==> src/rtl/sync_pkg.sv <==
// ----------------------------------------------------------------------------
// sync_pkg
// Shared definitions for the synchronizer-channel arbiter:
//   - FSM state type and encodings (IDLE / HOLD / GAP)
//   - Minimum legal values of the block parameters
//   - Width helpers for the channel index and the hold/gap counter
// No ports (package).
// ----------------------------------------------------------------------------
package sync_pkg;

    typedef logic [1:0] state_t;

    localparam state_t ST_IDLE = 2'd0;
    localparam state_t ST_HOLD = 2'd1;
    localparam state_t ST_GAP  = 2'd2;

    localparam int MIN_NUM_REQ     = 2;
    localparam int MIN_HOLD_CYCLES = 1;
    localparam int MIN_GAP_CYCLES  = 1;

    // Index width for n requesters; never narrower than one bit.
    function automatic int idx_width(input int n);
        return (n > 1) ? $clog2(n) : 1;
    endfunction

    // Counter must hold the larger of the two phase lengths.
    function automatic int cnt_width(input int hold, input int gap);
        return $clog2(((hold > gap) ? hold : gap) + 1);
    endfunction

endpackage

==> src/rtl/sync_bus_arbiter_if.sv <==
// ----------------------------------------------------------------------------
// sync_bus_arbiter_if
// Requester-side and synchronizer-side signals of the arbiter.
//   req        requester level requests            (master -> slave)
//   req_data   requester i word at [i*WIDTH +: WIDTH] (master -> slave)
//   ack        one-cycle "word taken" pulse         (slave -> master)
//   bus_en     level enable to the synchronizer     (slave -> master)
//   unsync_bus data to the synchronizer             (slave -> master)
//   ch_id      index of the channel in flight       (slave -> master)
//   busy       arbiter not idle                     (slave -> master)
// The arbiter connects through the slave modport.
// ----------------------------------------------------------------------------
interface sync_bus_arbiter_if
    import sync_pkg::*;
#(
    parameter int WIDTH   = 8,
    parameter int NUM_REQ = 4
) ();

    localparam int IW = idx_width(NUM_REQ);

    logic [NUM_REQ-1:0]       req;
    logic [NUM_REQ*WIDTH-1:0] req_data;
    logic [NUM_REQ-1:0]       ack;
    logic                     bus_en;
    logic [WIDTH-1:0]         unsync_bus;
    logic [IW-1:0]            ch_id;
    logic                     busy;

    modport master (
        output req, req_data,
        input  ack, bus_en, unsync_bus, ch_id, busy
    );

    modport slave (
        input  req, req_data,
        output ack, bus_en, unsync_bus, ch_id, busy
    );

endinterface

==> src/rtl/rr_arbiter.sv <==
// ----------------------------------------------------------------------------
// rr_arbiter
// Round-robin arbiter: combinational one-hot grant, scanning upward from the
// pointer with wrap, plus the pointer register. When update_en is high the
// pointer moves to one past the granted index.
//   clk        clock
//   rst        synchronous reset, active-high (pointer -> 0)
//   req_i      request vector
//   update_en  advance pointer past the current grant
//   grant_o    one-hot grant (zero when no request)
//   idx_o      binary index of grant_o
// ----------------------------------------------------------------------------
module rr_arbiter
    import sync_pkg::*;
#(
    parameter  int N  = 4,
    localparam int IW = idx_width(N)
) (
    input  logic          clk,
    input  logic          rst,
    input  logic [N-1:0]  req_i,
    input  logic          update_en,
    output logic [N-1:0]  grant_o,
    output logic [IW-1:0] idx_o
);

    logic [IW-1:0] ptr_q, ptr_d;
    logic [IW-1:0] pos;
    logic          found;

    // NOTE: every signal gets a default at the top of always_comb so no path leaves it unassigned (no latch).
    always_comb begin
        grant_o = '0;
        idx_o   = '0;
        found   = 1'b0;
        pos     = '0;
        for (int k = 0; k < N; k++) begin
            pos = IW'((int'(ptr_q) + k) % N);
            if (!found && req_i[pos]) begin
                found        = 1'b1;
                grant_o[pos] = 1'b1;
                idx_o        = pos;
            end
        end
    end

    always_comb begin
        ptr_d = ptr_q;
        if (update_en) begin
            ptr_d = (idx_o == IW'(N - 1)) ? '0 : idx_o + IW'(1);
        end
    end

    // NOTE: state registers use non-blocking assignment so all flops update from pre-edge values.
    always_ff @(posedge clk) begin
        if (rst) ptr_q <= '0;
        else     ptr_q <= ptr_d;
    end

endmodule

==> src/rtl/sync_bus_arbiter.sv <==
// ----------------------------------------------------------------------------
// sync_bus_arbiter
// Shares one level-enable synchronizer channel among NUM_REQ requesters.
// Each transfer: grant (round-robin), then bus_en high for HOLD_CYCLES, then
// low for GAP_CYCLES, with unsync_bus held stable until the next grant, so
// the destination sees exactly one rising edge of bus_en per word.
//   clk  source-domain clock
//   rst  synchronous reset, active-high
//   bus  slave side of sync_bus_arbiter_if (req/req_data in; ack, bus_en,
//        unsync_bus, ch_id, busy out -- all outputs registered)
// ----------------------------------------------------------------------------
module sync_bus_arbiter
    import sync_pkg::*;
#(
    parameter int WIDTH       = 8,
    parameter int NUM_REQ     = 4,
    parameter int HOLD_CYCLES = 8,
    parameter int GAP_CYCLES  = 8
) (
    input  logic                clk,
    input  logic                rst,
    sync_bus_arbiter_if.slave   bus
);

    localparam int IW = idx_width(NUM_REQ);
    localparam int CW = cnt_width(HOLD_CYCLES, GAP_CYCLES);

    if (NUM_REQ < MIN_NUM_REQ) begin : g_bad_num_req
        $error("sync_bus_arbiter: NUM_REQ must be >= %0d", MIN_NUM_REQ);
    end
    if (HOLD_CYCLES < MIN_HOLD_CYCLES) begin : g_bad_hold
        $error("sync_bus_arbiter: HOLD_CYCLES must be >= %0d", MIN_HOLD_CYCLES);
    end
    if (GAP_CYCLES < MIN_GAP_CYCLES) begin : g_bad_gap
        $error("sync_bus_arbiter: GAP_CYCLES must be >= %0d", MIN_GAP_CYCLES);
    end

    state_t             state_q,  state_d;
    logic [CW-1:0]      cnt_q,    cnt_d;
    logic [NUM_REQ-1:0] ack_q,    ack_d;
    logic               bus_en_q, bus_en_d;
    logic [WIDTH-1:0]   data_q,   data_d;
    logic [IW-1:0]      ch_id_q,  ch_id_d;
    logic               busy_q,   busy_d;

    logic [NUM_REQ-1:0] grant;
    logic [IW-1:0]      grant_idx;
    logic               grant_en;

    rr_arbiter #(.N(NUM_REQ)) u_rr (
        .clk       (clk),
        .rst       (rst),
        .req_i     (bus.req),
        .update_en (grant_en),
        .grant_o   (grant),
        .idx_o     (grant_idx)
    );

    // The counter is loaded with (length - 1) on entry to HOLD/GAP and the
    // phase ends on the cycle it reads zero, giving exactly HOLD_CYCLES /
    // GAP_CYCLES cycles per phase. It holds in IDLE.
    always_comb begin
        state_d  = state_q;
        cnt_d    = cnt_q;
        ack_d    = '0;
        bus_en_d = bus_en_q;
        data_d   = data_q;
        ch_id_d  = ch_id_q;
        grant_en = 1'b0;

        case (state_q)
            ST_IDLE: begin
                if (|bus.req) begin
                    grant_en = 1'b1;
                    ack_d    = grant;
                    bus_en_d = 1'b1;
                    ch_id_d  = grant_idx;
                    cnt_d    = CW'(HOLD_CYCLES - 1);
                    state_d  = ST_HOLD;
                    for (int i = 0; i < NUM_REQ; i++) begin
                        if (grant[i]) data_d = bus.req_data[i*WIDTH +: WIDTH];
                    end
                end
            end
            ST_HOLD: begin
                if (cnt_q == '0) begin
                    bus_en_d = 1'b0;
                    cnt_d    = CW'(GAP_CYCLES - 1);
                    state_d  = ST_GAP;
                end else begin
                    cnt_d = cnt_q - CW'(1);
                end
            end
            ST_GAP: begin
                if (cnt_q == '0) state_d = ST_IDLE;
                else             cnt_d   = cnt_q - CW'(1);
            end
            default: begin
                bus_en_d = 1'b0;
                state_d  = ST_IDLE;
            end
        endcase

        busy_d = (state_d != ST_IDLE);
    end

    always_ff @(posedge clk) begin
        if (rst) begin
            state_q  <= ST_IDLE;
            cnt_q    <= '0;
            ack_q    <= '0;
            bus_en_q <= 1'b0;
            data_q   <= '0;
            ch_id_q  <= '0;
            busy_q   <= 1'b0;
        end else begin
            state_q  <= state_d;
            cnt_q    <= cnt_d;
            ack_q    <= ack_d;
            bus_en_q <= bus_en_d;
            data_q   <= data_d;
            ch_id_q  <= ch_id_d;
            busy_q   <= busy_d;
        end
    end

    assign bus.ack        = ack_q;
    assign bus.bus_en     = bus_en_q;
    assign bus.unsync_bus = data_q;
    assign bus.ch_id      = ch_id_q;
    assign bus.busy       = busy_q;

endmodule

==> src/flat_wrapper.sv <==
// flat-port wrapper written by rule: the top's interface ports become plain ports
module sync_bus_arbiter_flat import sync_pkg::*;
#(
    parameter int WIDTH       = 8,
    parameter int NUM_REQ     = 4,
    parameter int HOLD_CYCLES = 8,
    parameter int GAP_CYCLES  = 8
)
  (clk, rst, bus_req, bus_req_data, bus_ack, bus_bus_en, bus_unsync_bus, bus_ch_id, bus_busy);
  sync_bus_arbiter_if #(.WIDTH(WIDTH), .NUM_REQ(NUM_REQ)) bus_i ();
  input  logic clk;
  input  logic rst;
  input wire logic [$bits(bus_i.req)-1:0] bus_req;
  input wire logic [$bits(bus_i.req_data)-1:0] bus_req_data;
  output wire logic [$bits(bus_i.ack)-1:0] bus_ack;
  output wire logic [$bits(bus_i.bus_en)-1:0] bus_bus_en;
  output wire logic [$bits(bus_i.unsync_bus)-1:0] bus_unsync_bus;
  output wire logic [$bits(bus_i.ch_id)-1:0] bus_ch_id;
  output wire logic [$bits(bus_i.busy)-1:0] bus_busy;
  assign bus_i.req = bus_req;
  assign bus_i.req_data = bus_req_data;
  assign bus_ack = bus_i.ack;
  assign bus_bus_en = bus_i.bus_en;
  assign bus_unsync_bus = bus_i.unsync_bus;
  assign bus_ch_id = bus_i.ch_id;
  assign bus_busy = bus_i.busy;
  sync_bus_arbiter #(.WIDTH(WIDTH), .NUM_REQ(NUM_REQ), .HOLD_CYCLES(HOLD_CYCLES), .GAP_CYCLES(GAP_CYCLES)) u_core (.clk(clk), .rst(rst), .bus(bus_i));
endmodule
==> config.mk <==
export PLATFORM = sky130hd
export DESIGN_NAME = sync_bus_arbiter_flat
export DESIGN_NICKNAME = d
export VERILOG_FILES = /design/src/rtl/sync_pkg.sv /design/src/rtl/sync_bus_arbiter_if.sv /design/src/rtl/rr_arbiter.sv /design/src/rtl/sync_bus_arbiter.sv /design/src/flat_wrapper.sv
export SDC_FILE = /design/constraint.sdc
export NUM_CORES = 1
export LEC_CHECK = 0
export ABC_AREA = 1
export CORE_AREA = 5 5 78 80
export CTS_BUF_LIST = sky130_fd_sc_hd__clkbuf_8 sky130_fd_sc_hd__clkbuf_16
export CTS_CLUSTER_DIAMETER = 100
export DETAILED_ROUTE_END_ITERATION = 7
export DIE_AREA = 0 0 83 85
export PLACE_DENSITY_LB_ADDON = 0.1
export SLEW_MARGIN = 20
export SYNTH_ARGS = -nofsm -noshare
export SYNTH_HDL_FRONTEND = slang
export SYNTH_SLANG_ARGS = --single-unit
==> constraint.sdc <==
create_clock -name clk -period 2.16 [get_ports clk]
set_clock_uncertainty 0.05 [all_clocks]
set_input_delay 0.432 -clock clk [delete_from_list [all_inputs] [get_ports clk]]
set_output_delay 0.432 -clock clk [all_outputs]
set_load 0.005 [all_outputs]
After elaboration in Yosys (flattened, before gate mapping) --
Index checks and enable logic that the tools add are counted.
Word-level totals: logic and storage cells 99, output and inout bits 16, register bits 24, input bits 38
Cells by class: bitwise operators 6, magnitude comparators 8, eq/ne operators 6, add/subtract/negate cells 5, reductions and logical operators 21, mux-type cells 45
Operators with widths (number):
- 8-bit 2-to-1 mux | 4
- 4-bit 2-to-1 mux | 7
- 2-bit 2-to-1 mux | 8
- 1-bit 2-to-1 mux | 15
- 2-bit by 3-bit less-than comparator with 1-bit output (second input constant) | 4
- 4-bit bitwise OR | 3
- 4-bit case mux with 3 select lines | 1
- 3-bit AND reduction | 3
- 1-bit binary-select mux with 2-bit select | 4
- 1-bit demux with 2-bit select | 4
- 2-bit by 1-bit greater-or-equal comparator with 1-bit output (second input constant) | 4
- 1-bit logical AND | 7
- 2-bit case mux with 3 select lines | 1
- 2-bit by 1-bit adder with 2-bit output (second input constant) | 2
- 2-bit adder (second input constant) | 2
- 2-bit equality test (second input constant) | 2
- 4-bit zero test | 1
- 2-bit by 1-bit != test with 1-bit output (second input constant) | 2
- 4-bit nonzero test | 1
- 4-bit OR reduction | 1
- 4-bit by 1-bit subtractor with 4-bit output (second input constant) | 1
- 1-bit zero test | 3
- 1-bit inverter | 3
- 1-bit case mux with 3 select lines | 1
- 7 further kinds | 7

Longest topological paths before layout --
Gate-level depths: netlist of run 1.
word-level depth 16, depth in mapped cells 18, mapped depth without buffers 16

By module --
Synthesis of run 1 repeated with hierarchy kept, for this count alone.
Second synthesis, totals: cell total of the unflattened synthesis 282, area, all modules 1853.0 um^2
Modules (own cells, without submodules):
- sync_bus_arbiter | area an instance 1272.5 um^2, seq. area each 440.4 um^2, instances 1, cells each 194
- rr_arbiter | area an instance 580.6 um^2, seq. area each 40.0 um^2, instances 1, cells each 88

Worst setup path before layout of run 1 --
No wires, ideal clock.
path type reg-to-reg, start point reg u_core.u_rr.ptr_q[0], end point reg u_core.u_rr.ptr_q[1], setup slack -118 ps, required time 1986 ps, stages on the path, launching flop included 14, setup time 124 ps, data arrival time 2104 ps, cell sequence dfxtp_1 -> buf_6 -> inv_6 -> ha_1 -> inv_1 -> nand3_2 -> nand2_4 -> inv_2 -> nor2_4 -> nand3_1 -> o21ai_0 -> ha_1 -> o21ai_0 -> a21oi_1
Between the ends: word-level cells in the longest chain between the ends 14
RTL lines:
- start, declared | line rr_arbiter.sv:27 | logic [IW-1:0] ptr_q, ptr_d;
- start signal, assigned | line rr_arbiter.sv:57 | else ptr_q <= ptr_d;
- parallel branches: the longest is 11 deep, another holds 2-bit by 1-bit adder with 2-bit output
- 2-bit 2-to-1 mux (*) | line rr_arbiter.sv:39 | if (!found && req_i[pos]) begin
- named net u_core.grant_idx[0] | line sync_bus_arbiter.sv:47 | logic [IW-1:0] grant_idx;
- 2-bit by 1-bit adder with 2-bit output or 2-bit equality test (tied branches) | line rr_arbiter.sv:50 | ptr_d = (idx_o == IW'(N - 1)) ? '0 : idx_o + IW'(1);
- 2-bit 2-to-1 mux (*) | line rr_arbiter.sv:50
Mark *: on every way through the listed nets, which the timed path passes. The select of a mux whose other input is x is not followed. A chain may end at the register's enable or synchronous reset.

Worst setup path in the final report of run 1 --
start point reg u_core.u_rr.ptr_q[0], end point reg u_core.data_q[5] (netlist: u_core.bus.unsync_bus[5])
Between the ends: word-level cells in the longest chain between the ends 15
RTL lines:
- parallel branches: the longest is 11 deep, another holds 2-bit by 3-bit less-than comparator with 1-bit output
- 4-bit 2-to-1 mux (*) | line rr_arbiter.sv:39
- 8-bit 2-to-1 mux (3 in a row) | line sync_bus_arbiter.sv:81 | if (grant[i]) data_d = bus.req_data[i*WIDTH +: WIDTH];
- end signal, assigned | line sync_bus_arbiter.sv:121 | data_q <= data_d;
- end, declared | line sync_bus_arbiter.sv:42 | logic [WIDTH-1:0] data_q, data_d;
Every way passes the cells marked *. The select of a mux whose other input is x is not followed.

==> results.yml, run 1 <==
run_status:
  status: "finished, final reports clean"
final_layout:
  final_cell_mix: "nand2_1, inv_1, clkdlybuf4s50_1, nor2_1, dfxtp_1"
  fill_cells: 549
  final_cells: 466
  final_common_cell: "nand2_1"
  n_antenna_cell: 0
  layout.nets: 446
  area_growth_pct: 52.63
  drive_gt1_share_pct: 25.13
pwr:
  power_mw: 4.232
  switching_share_pct: 47.56
  powerDensity_nw_per_um2: 1374
  power_switching_mw: 2.013
  p_leak_nw: 1.563
  combPwrFrac_pct: 77.2
  power.ir.vdd_worst_uv: 709.4
  p_clk_share_pct: 7.3
  p_int_mw: 2.219
  seq_power_share_pct: 15.5
global_routing:
  grt_max_degree: 17
  antenna_found_initial: 0
  grt_pass1_vias: 1996
  grt_pass1_wl_um: 9114
  grt_use_total_pct: 15.22
  grt.overflow.total: 0
placed_design:
  dpl.cell_count: 459
  dp_hpwl_um: 4313
  port_buffers: 53
  place.gp.congestion: 0.8397
clock_tree:
  cts_sinks: 24
  htreeDepth: 1
  clockBufferDepth: 2
  insertion_delay_ns: 0.27
  cts_root_buf: "clkbuf_8"
  path_clk_slew_ns: 0.09
  cts_buffers: 3
  cts_tree: "built"
  hold_buffers: 0
sta:
  setup_viol: 0
  max_freq_mhz: 486.1
  tns_ns: 0
  layout_min_cycle_time_ns: 2.057
  worstMarginPinSlew_ns: 0.4558
  drv_slew: 0
  period_share_pct: 95.24
  relSlewSlack_pct: 69.62
  finalHoldViolations: 0
floorplan:
  initial_core_util_pct: 37.81
  core_um2: 5338
  die_x_um: 83
  die_h_um: 85
  ios: 54
  dieArea_um2: 7055
  rows: 27
setup_path:
  critical_path_class: "reg2reg"
  slowest_delay_ns: 0.37
  critPathRequiredTime_ns: 2.29
  cp.arrival_ns: 2.18
  crit_slowest_cell: "dfxtp_4"
  worstPathCellList: "inv_6 > ha_4 > inv_2 > nand3_2 > nand2_4 > buf_6 > nand3_4 > inv_4 > nand2_4 > nand3_4 > buf_12 > a21oi_2 > nand2_1 > a21oi_2 > nor2_1"
  cp-end-kind: "register"
  crit_fanout: 7
  crit_path_start_kind: "register"
run:
  maxCapViolations: 0
detailed_routing:
  first_iter_violations: 73
  wl_um: 5717
  route.detailed.drc: 0
  vias: 2104
  viasPerCell: 4.515
  drt.antenna.violating_nets: 0
  post_drt_wl_per_cell_um: 12.27
  dr.pass1.iters: 4
logic_synthesis:
  synth.cell_area_um2: 2018
  ys_ff_latch: 24
  synthesis.area_per_instance_um2: 6.427
  yosysUniqueCellTypes: 31
  ys.warnings.count: 0
  ys_seq_area_share_pct: 23.81
  netlist_instances: 314
  syn_nets: 365
worst_hold_path:
  min_path_type: "reg2reg"
==> final timing paths <==
check | slack [ns] | cells after the start | to | from
hold / removal | 0.45 | 2 | u_core.bus.bus_en | u_core.bus.bus_en
setup reg to reg | 0.10 | 15 | u_core.bus.unsync_bus[5] | u_core.u_rr.ptr_q[0]
hold reg to reg | 0.45 | 2 | u_core.bus.bus_en | u_core.bus.bus_en
setup / recovery | 0.10 | 15 | u_core.bus.unsync_bus[5] | u_core.u_rr.ptr_q[0]
==> state kept, by name (all words and copies together), names as in the netlist <==
| name | count |
|---|---|
| u_core.u_rr.ptr_q | 2 |
| u_core.cnt_q | 4 |
| u_core.bus.ack | 4 |
| u_core.bus.bus_en | 1 |
| u_core.bus.busy | 1 |
| u_core.bus.unsync_bus | 8 |
| u_core.state_q | 2 |
| u_core.bus.ch_id | 2 |
==> worst max-delay path: cells and delay by family, from the launching register on <==
family	cells	cell delay [ns]
adders and majority gates	1	0.29
buffers and inverters	5	0.44
DFF	1	0.37
and+or+nand+nor	7	0.58
AOI/OAI and AO/OA	2	0.24
==> cell type report <==
class	instances	area, um2	area share [%]
flip-flops and latches	24	485.5	15.76
multi-input cells	216	1380	44.80
inverters	70	272.8	8.855
repair buffers	80	797.0	25.87
well taps	72	90.09	2.924
clock buffers	4	55.05	1.787
==> power by group through the flow <==
stage          logic (mW)  clock network (mW)  registers (mW)
6_report             3.27               0.308           0.656
5_1_grt              3.59               0.345           0.674
4_1_cts              2.80               0.319           0.652
3_5_place_dp         2.78                   0           0.660
3_3_place_gp         2.77                   0           0.663
2_1_floorplan        1.82                   0           0.671
==> cells in the mapped netlist <==
cell / count / area (um2)
nand2_1: 71 / 266.5
inv_1: 66 / 247.7
nor2_1: 28 / 105.1
dfxtp_1: 24 / 480.5
nand3_1: 24 / 120.1
a21oi_1: 17 / 85.08
o21ai_0: 14 / 70.07
ha_1: 13 / 162.7
nand2_2: 11 / 68.82
a21oi_2: 7 / 61.31
nand3_2: 5 / 50.05
nand2_4: 4 / 45.04
nor3_1: 4 / 20.02
inv_2: 3 / 11.26
nor2_2: 3 / 18.77
nor2_4: 3 / 33.78
buf_6: 2 / 22.52
nand3_4: 2 / 35.03
a211oi_1: 1 / 7.510
a22oi_1: 1 / 7.510
a31oi_1: 1 / 6.260
a41oi_1: 1 / 8.760
buf_2: 1 / 5.000
buf_8: 1 / 15.01
clkbuf_1: 1 / 3.750
inv_6: 1 / 8.760
nand4_1: 1 / 6.260
nand4_4: 1 / 21.27
o2111ai_1: 1 / 8.760
or2_2: 1 / 6.260
xor2_1: 1 / 8.760
==> timing repair <==
item,4_1_cts,5_1_grt
resized for setup,2,42
buffers inserted,0,1
gates cloned,0,2
setup endpoints to repair,8,11
pin swaps,3,18
==> per-stage QoR <==
stage          setup slack (ns)  hold slack, ns  instance area [um2]  util, %
2_1_floorplan           0.01068          0.4164                 2042        -
3_3_place_gp            -0.3428          0.4324                 2829    53.00
3_5_place_dp            -0.3834          0.4372                 2829    53.00
4_1_cts                0.001648          0.4477                 2892    54.17
5_1_grt                -0.04693          0.4954                 3080    57.71
6_report                 0.1028          0.4505                 3080    57.71
==> cells by family (layout without fill, tap and decap cells) <==
kind of cell,after synthesis,in the layout,synth area share [%]
AND/OR/NAND/NOR,158,159,39.49
XOR/XNOR,1,1,0.4341
buffers and inverters,75,154,15.56
AO/OA/AOI/OAI,43,43,12.65
flip-flops,24,24,23.81
adder cells (fa/ha/maj),13,13,8.060
==> layer usage <==
metal  track usage [%]  wire, um  up-vias
li1                  -         -     1131
met1             19.18      2725      914
met2             26.97      2680       57
met3             4.175       297        2
met4             1.337        14        0
met5                 0         0        -
Power figures use the tool's default switching activity.
==> run 2, diff against run 1 <==
Settings changed: CORE_AREA 5 5 78 80 to 5 5 81 76, DIE_AREA 0 0 83 85 to 0 0 86 81, RECOVER_POWER set to 25.
==> run 2 against run 1 <==
Core utilization up 1.5 points; clock-buffer cell count down 1; critical path depth down 3; sequential power about the same; highest routed layer unchanged; sequential share of layout area up 0.12 points; maximum frequency down 1.4%; hold slack worse by 0.012 ns; worst setup slack worse by 0.028 ns; largest cell class unchanged; largest power group unchanged; wire length down 0.77%; register-to-register slack worse by 0.03 ns.
==> results.yml, run 2 (synthesis results as in run 1) <==
setup_path:
  setup.worst_path.end: "u_core.u_rr.ptr_q[1]"
  crit_path_start_kind: "register"
  cp-end-kind: "register"
  reg2reg_to: "u_core.u_rr.ptr_q[1]"
  r2r_cells: 12
  cp.arrival_ns: 2.18
  rr_startpoint: "u_core.u_rr.ptr_q[0]"
  reg2reg_setup_slack_ns: 0.07
  critical_path_class: "reg2reg"
  critPathRequiredTime_ns: 2.26
  startpoint: "u_core.u_rr.ptr_q[0]"
  crit_fanout: 7
pwr:
  p_leak_nw: 1.569
  powerDensity_nw_per_um2: 1340
  power.ir.vdd_worst_uv: 880.3
detailed_routing:
  first_iter_violations: 60
  vias: 2135
  drt.antenna.violating_nets: 0
  post_drt_wl_per_cell_um: 12.31
  dr.pass1.iters: 4
  wl_um: 5673
  route.detailed.drc: 0
  viasPerCell: 4.631
placed_design:
  dp_slack_ns: -0.3390
  dp_hpwl_um: 4360
  dpl.cell_count: 454
  port_buffers: 53
  place.gp.congestion: 0.8292
clock_tree:
  hold_buffers: 0
  clockBufferDepth: 2
  htreeDepth: 1
  insertion_delay_ns: 0.26
  path_clk_slew_ns: 0.08
  cts_buffers: 3
  cts_root_buf: "clkbuf_8"
  cts_tree: "built"
  cts_sinks: 24
final_layout:
  fill_cells: 483
  layout.nets: 447
  final_cell_mix: "nand2_1, inv_1, clkdlybuf4s50_1, nor2_1, dfxtp_1"
  largest_reg_flops: 8
  n_antenna_cell: 0
  final_cells: 461
  area_growth_pct: 51.46
  fin_util_pct: 59.22
  drive_gt1_share_pct: 24.87
  final_common_cell: "nand2_1"
sta:
  grt_setup_unrepaired: "yes"
  relSlewSlack_pct: 74.39
  finalHoldViolations: 0
  worst_slack_ns: 0.07463
  max_freq_mhz: 479.5
  drv_slew: 0
  layout_min_cycle_time_ns: 2.085
  setup_viol: 0
  period_share_pct: 96.54
  worstMarginPinSlew_ns: 0.3841
run_status:
  status: "finished, final reports clean"
floorplan:
  die_x_um: 86
  die_h_um: 81
  rows: 25
  initial_core_util_pct: 39.10
  dieArea_um2: 6966
  core_um2: 5161
  ios: 54
worst_hold_path:
  holdCritStartpoint: "u_core.bus.bus_en"
  min_path_type: "reg2reg"
  whs_path_depth: 2
run:
  maxCapViolations: 0
global_routing:
  antenna_found_initial: 0
  grt_use_total_pct: 15.83
  grt.overflow.total: 0
  grt_max_degree: 17
  grt_pass1_wl_um: 8990
  grt_pass1_vias: 2099
[run 2: worst max-delay path, stage by stage (launching register included)]
cell and delay (ns):
dfxtp_4 0.38, inv_6 0.03, ha_4 0.28, inv_2 0.04, nand3_2 0.07, nand2_4 0.10
nor2_4 0.24, xor2_1 0.16, o21ai_1 0.08, o21ai_1 0.12, ha_1 0.26, o21ai_1 0.12
a21oi_1 0.05
[run 2: what timing repair did]
item                       CTS  global route
pin swaps                    1            19
setup endpoints to repair    9            11
setup buffers                0             2
resized for setup            3            38
cloned                       0             2
[run 2: cell type report]
| cell class | instances | area (um2) | area share (%) |
|---|---|---|---|
| clock buffer | 3 | 41.29 | 1.351 |
| inverter | 70 | 270.3 | 8.842 |
| multi-input combinational | 216 | 1368 | 44.74 |
| sequential | 24 | 485.5 | 15.88 |
| tap | 67 | 83.83 | 2.743 |
| timing repair buffer | 81 | 808.3 | 26.44 |
[run 2: per-layer routing]
metal,part of all wire (%),track usage (%)
met2,46,27.81
met3,5.8,3.854
met5,0,0
met1,48,19.82
met4,0.67,2.848
[run 2: worst min-delay path by stage]
stage                                     endpoint  slack, ns
final                            u_core.bus.bus_en       0.44
after global routing      u_core.bus.unsync_bus[3]       0.49
after CTS                        u_core.bus.bus_en       0.45
after detailed placement         u_core.bus.bus_en       0.44
after global placement           u_core.bus.bus_en       0.42
after floorplan                  u_core.bus.bus_en       0.42
[run 2: per-stage QoR]
step / area, um2 / TNS, ns / hold slack [ns] / power (mW)
3_5_place_dp: 2823 / -3.357 / 0.4375 / 3.436
6_report: 3057 / 0 / 0.4387 / 4.097
5_1_grt: 3057 / -0.1498 / 0.4927 / 4.484
3_3_place_gp: 2823 / -3.019 / 0.4230 / 3.408
4_1_cts: 2880 / 0 / 0.4492 / 3.757
2_1_floorplan: 2042 / 0 / 0.4164 / 2.490
[run 2: where the power goes]
group / internal [mW] / switching (mW)
registers: 0.583 / 0.0740
clock network: 0.125 / 0.130
logic: 1.43 / 1.76
total: 2.13 / 1.96
==> run 3, diff against run 2 <==
Settings changed: PLACE_DENSITY set to 0.69, PLACE_DENSITY_LB_ADDON 0.1 to unset.
==> run 3 against run 2 <==
Via count increased by 1.5%; critical path depth is the same; combinational power rose by 11%; power rose by 10%; core utilization is 2.0 points higher; critical path type unchanged; largest power group unchanged; largest cell class unchanged.
==> results.yml, run 3 (synthesis results as in run 1) <==
run:
  maxCapViolations: 0
detailed_routing:
  first_iter_violations: 102
  vias: 2166
  wl_um: 5938
  dr.pass1.iters: 4
  route.detailed.drc: 0
  viasPerCell: 4.648
  post_drt_wl_per_cell_um: 12.74
  drt.antenna.violating_nets: 0
final_layout:
  final_common_cell: "nand2_1"
  n_antenna_cell: 0
  final_cells: 466
  layout.nets: 451
  drive_gt1_share_pct: 27.82
  final_cell_mix: "nand2_1, inv_1, clkdlybuf4s50_1, buf_4, nor2_1"
  area_growth_pct: 56.60
  largest_reg_flops: 8
global_routing:
  grt_pass1_wl_um: 8838
  antenna_found_initial: 0
  grt_max_degree: 17
  met1_usage_pct: 19.70
  use_met2_pct: 27.12
  grt_use_total_pct: 15.40
  grt.overflow.total: 0
  met3_usage_pct: 3.550
  busiest_layer: "met2"
  grt_pass1_vias: 2000
sta:
  drv_slew: 0
  worstMarginPinSlew_ns: 0.4711
  max_freq_mhz: 475.6
  finalHoldViolations: 0
  worst_slack_ns: 0.05718
  grt_setup_unrepaired: "yes"
  layout_min_cycle_time_ns: 2.103
  setup_viol: 0
  period_share_pct: 97.35
  relSlewSlack_pct: 68.59
placed_design:
  dpl.cell_count: 455
  place.gp.congestion: 0.8876
  dp_slack_ns: -0.4082
  dp_hpwl_um: 4313
  port_buffers: 53
clock_tree:
  htreeDepth: 1
  cts_sinks: 24
  hold_buffers: 0
  cts_buffers: 3
  cts_tree: "built"
  clockBufferDepth: 2
  path_clk_slew_ns: 0.08
  cts_root_buf: "clkbuf_8"
  insertion_delay_ns: 0.26
worst_hold_path:
  worstHoldEndpoint: "u_core.bus.bus_en"
  holdCritStartpoint: "u_core.bus.bus_en"
  whs_path_depth: 2
  min_path_type: "reg2reg"
floorplan:
  die_h_um: 81
  rows: 25
  dieArea_um2: 6966
  core_um2: 5161
  ios: 54
  die_x_um: 86
  initial_core_util_pct: 39.10
pwr:
  powerDensity_nw_per_um2: 1426
  p_leak_nw: 1.585
  power.ir.vdd_worst_uv: 606.6
setup_path:
  crit_path_start_kind: "register"
  r2r_cells: 12
  reg2reg_to: "u_core.u_rr.ptr_q[1]"
  critPathRequiredTime_ns: 2.26
  rr_startpoint: "u_core.u_rr.ptr_q[0]"
  critical_path_class: "reg2reg"
  reg2reg_setup_slack_ns: 0.06
  cp.arrival_ns: 2.20
  crit_fanout: 7
  cp-end-kind: "register"
run_status:
  status: "finished, final reports clean"
[run 3: report_power, final]
part	internal, mW	leakage [nW]	total [mW]	switching (mW)
clock network	0.163	0.0288	0.302	0.139
logic	1.61	1.36	3.55	1.94
registers	0.583	0.200	0.657	0.0735
total	2.35	1.59	4.51	2.16
[run 3: critical path, stage by stage (launching register included)]
cell and delay (ns):
dfxtp_4 0.38, inv_6 0.03, ha_4 0.31, inv_4 0.05, nand3_4 0.06, nand2_4 0.08, nor2_4 0.24, xor2_1 0.22
o21ai_2 0.10, o21ai_4 0.09, ha_4 0.23, o21ai_2 0.10, a21oi_1 0.04
[run 3: worst max-delay path by stage]
| stage | slack (ns) | to | start | cells past startpoint |
|---|---|---|---|---|
| final | 0.06 | u_core.u_rr.ptr_q[1] | u_core.u_rr.ptr_q[0] | 12 |
| after global routing | -0.06 | u_core.bus.unsync_bus[5] | u_core.u_rr.ptr_q[1] | 15 |
| after CTS | 0.01 | u_core.u_rr.ptr_q[1] | u_core.u_rr.ptr_q[0] | 12 |
| after detailed placement | -0.41 | u_core.bus.unsync_bus[2] | bus_req[1] | 15 |
| after global placement | -0.34 | u_core.bus.unsync_bus[2] | bus_req[1] | 13 |
| after floorplan | 0.01 | u_core.u_rr.ptr_q[1] | u_core.u_rr.ptr_q[1] | 12 |
[run 3: per-stage QoR]
step | setup TNS, ns | area [um2] | utilization, % | total power [mW] | hold slack (ns)
floorplan | 0 | 2042 | - | 2.490 | 0.4164
global placement | -3.010 | 2830 | 54.84 | 3.410 | 0.4320
detailed placement | -3.774 | 2830 | 54.84 | 3.458 | 0.4389
CTS | 0 | 2904 | 56.27 | 3.841 | 0.4515
global route | -0.2811 | 3161 | 61.24 | 4.871 | 0.4980
finish | 0 | 3161 | 61.24 | 4.506 | 0.4404
[run 3: cell type report]
| class | count | area, um2 |
|---|---|---|
| inverters | 70 | 272.8 |
| flip-flops and latches | 24 | 485.5 |
| multi-input cells | 216 | 1433 |
| clock buffers | 4 | 55.05 |
| well taps | 67 | 83.83 |
| fillers | 467 | 2001 |
| repair buffers | 85 | 830.8 |
[run 3: timing repair]
item | 4_1_cts | 5_1_grt
gates resized for setup | 6 | 47
cloned | 0 | 2
setup endpoints to repair | 9 | 11
pin swaps | 2 | 18
buffers inserted | 0 | 5
[run 3: per-layer routing]
layer  wire (um)  share of wire, %
met1        2671                45
met2        2848                48
met3         391               6.6
met4          27              0.45
met5           0                 0
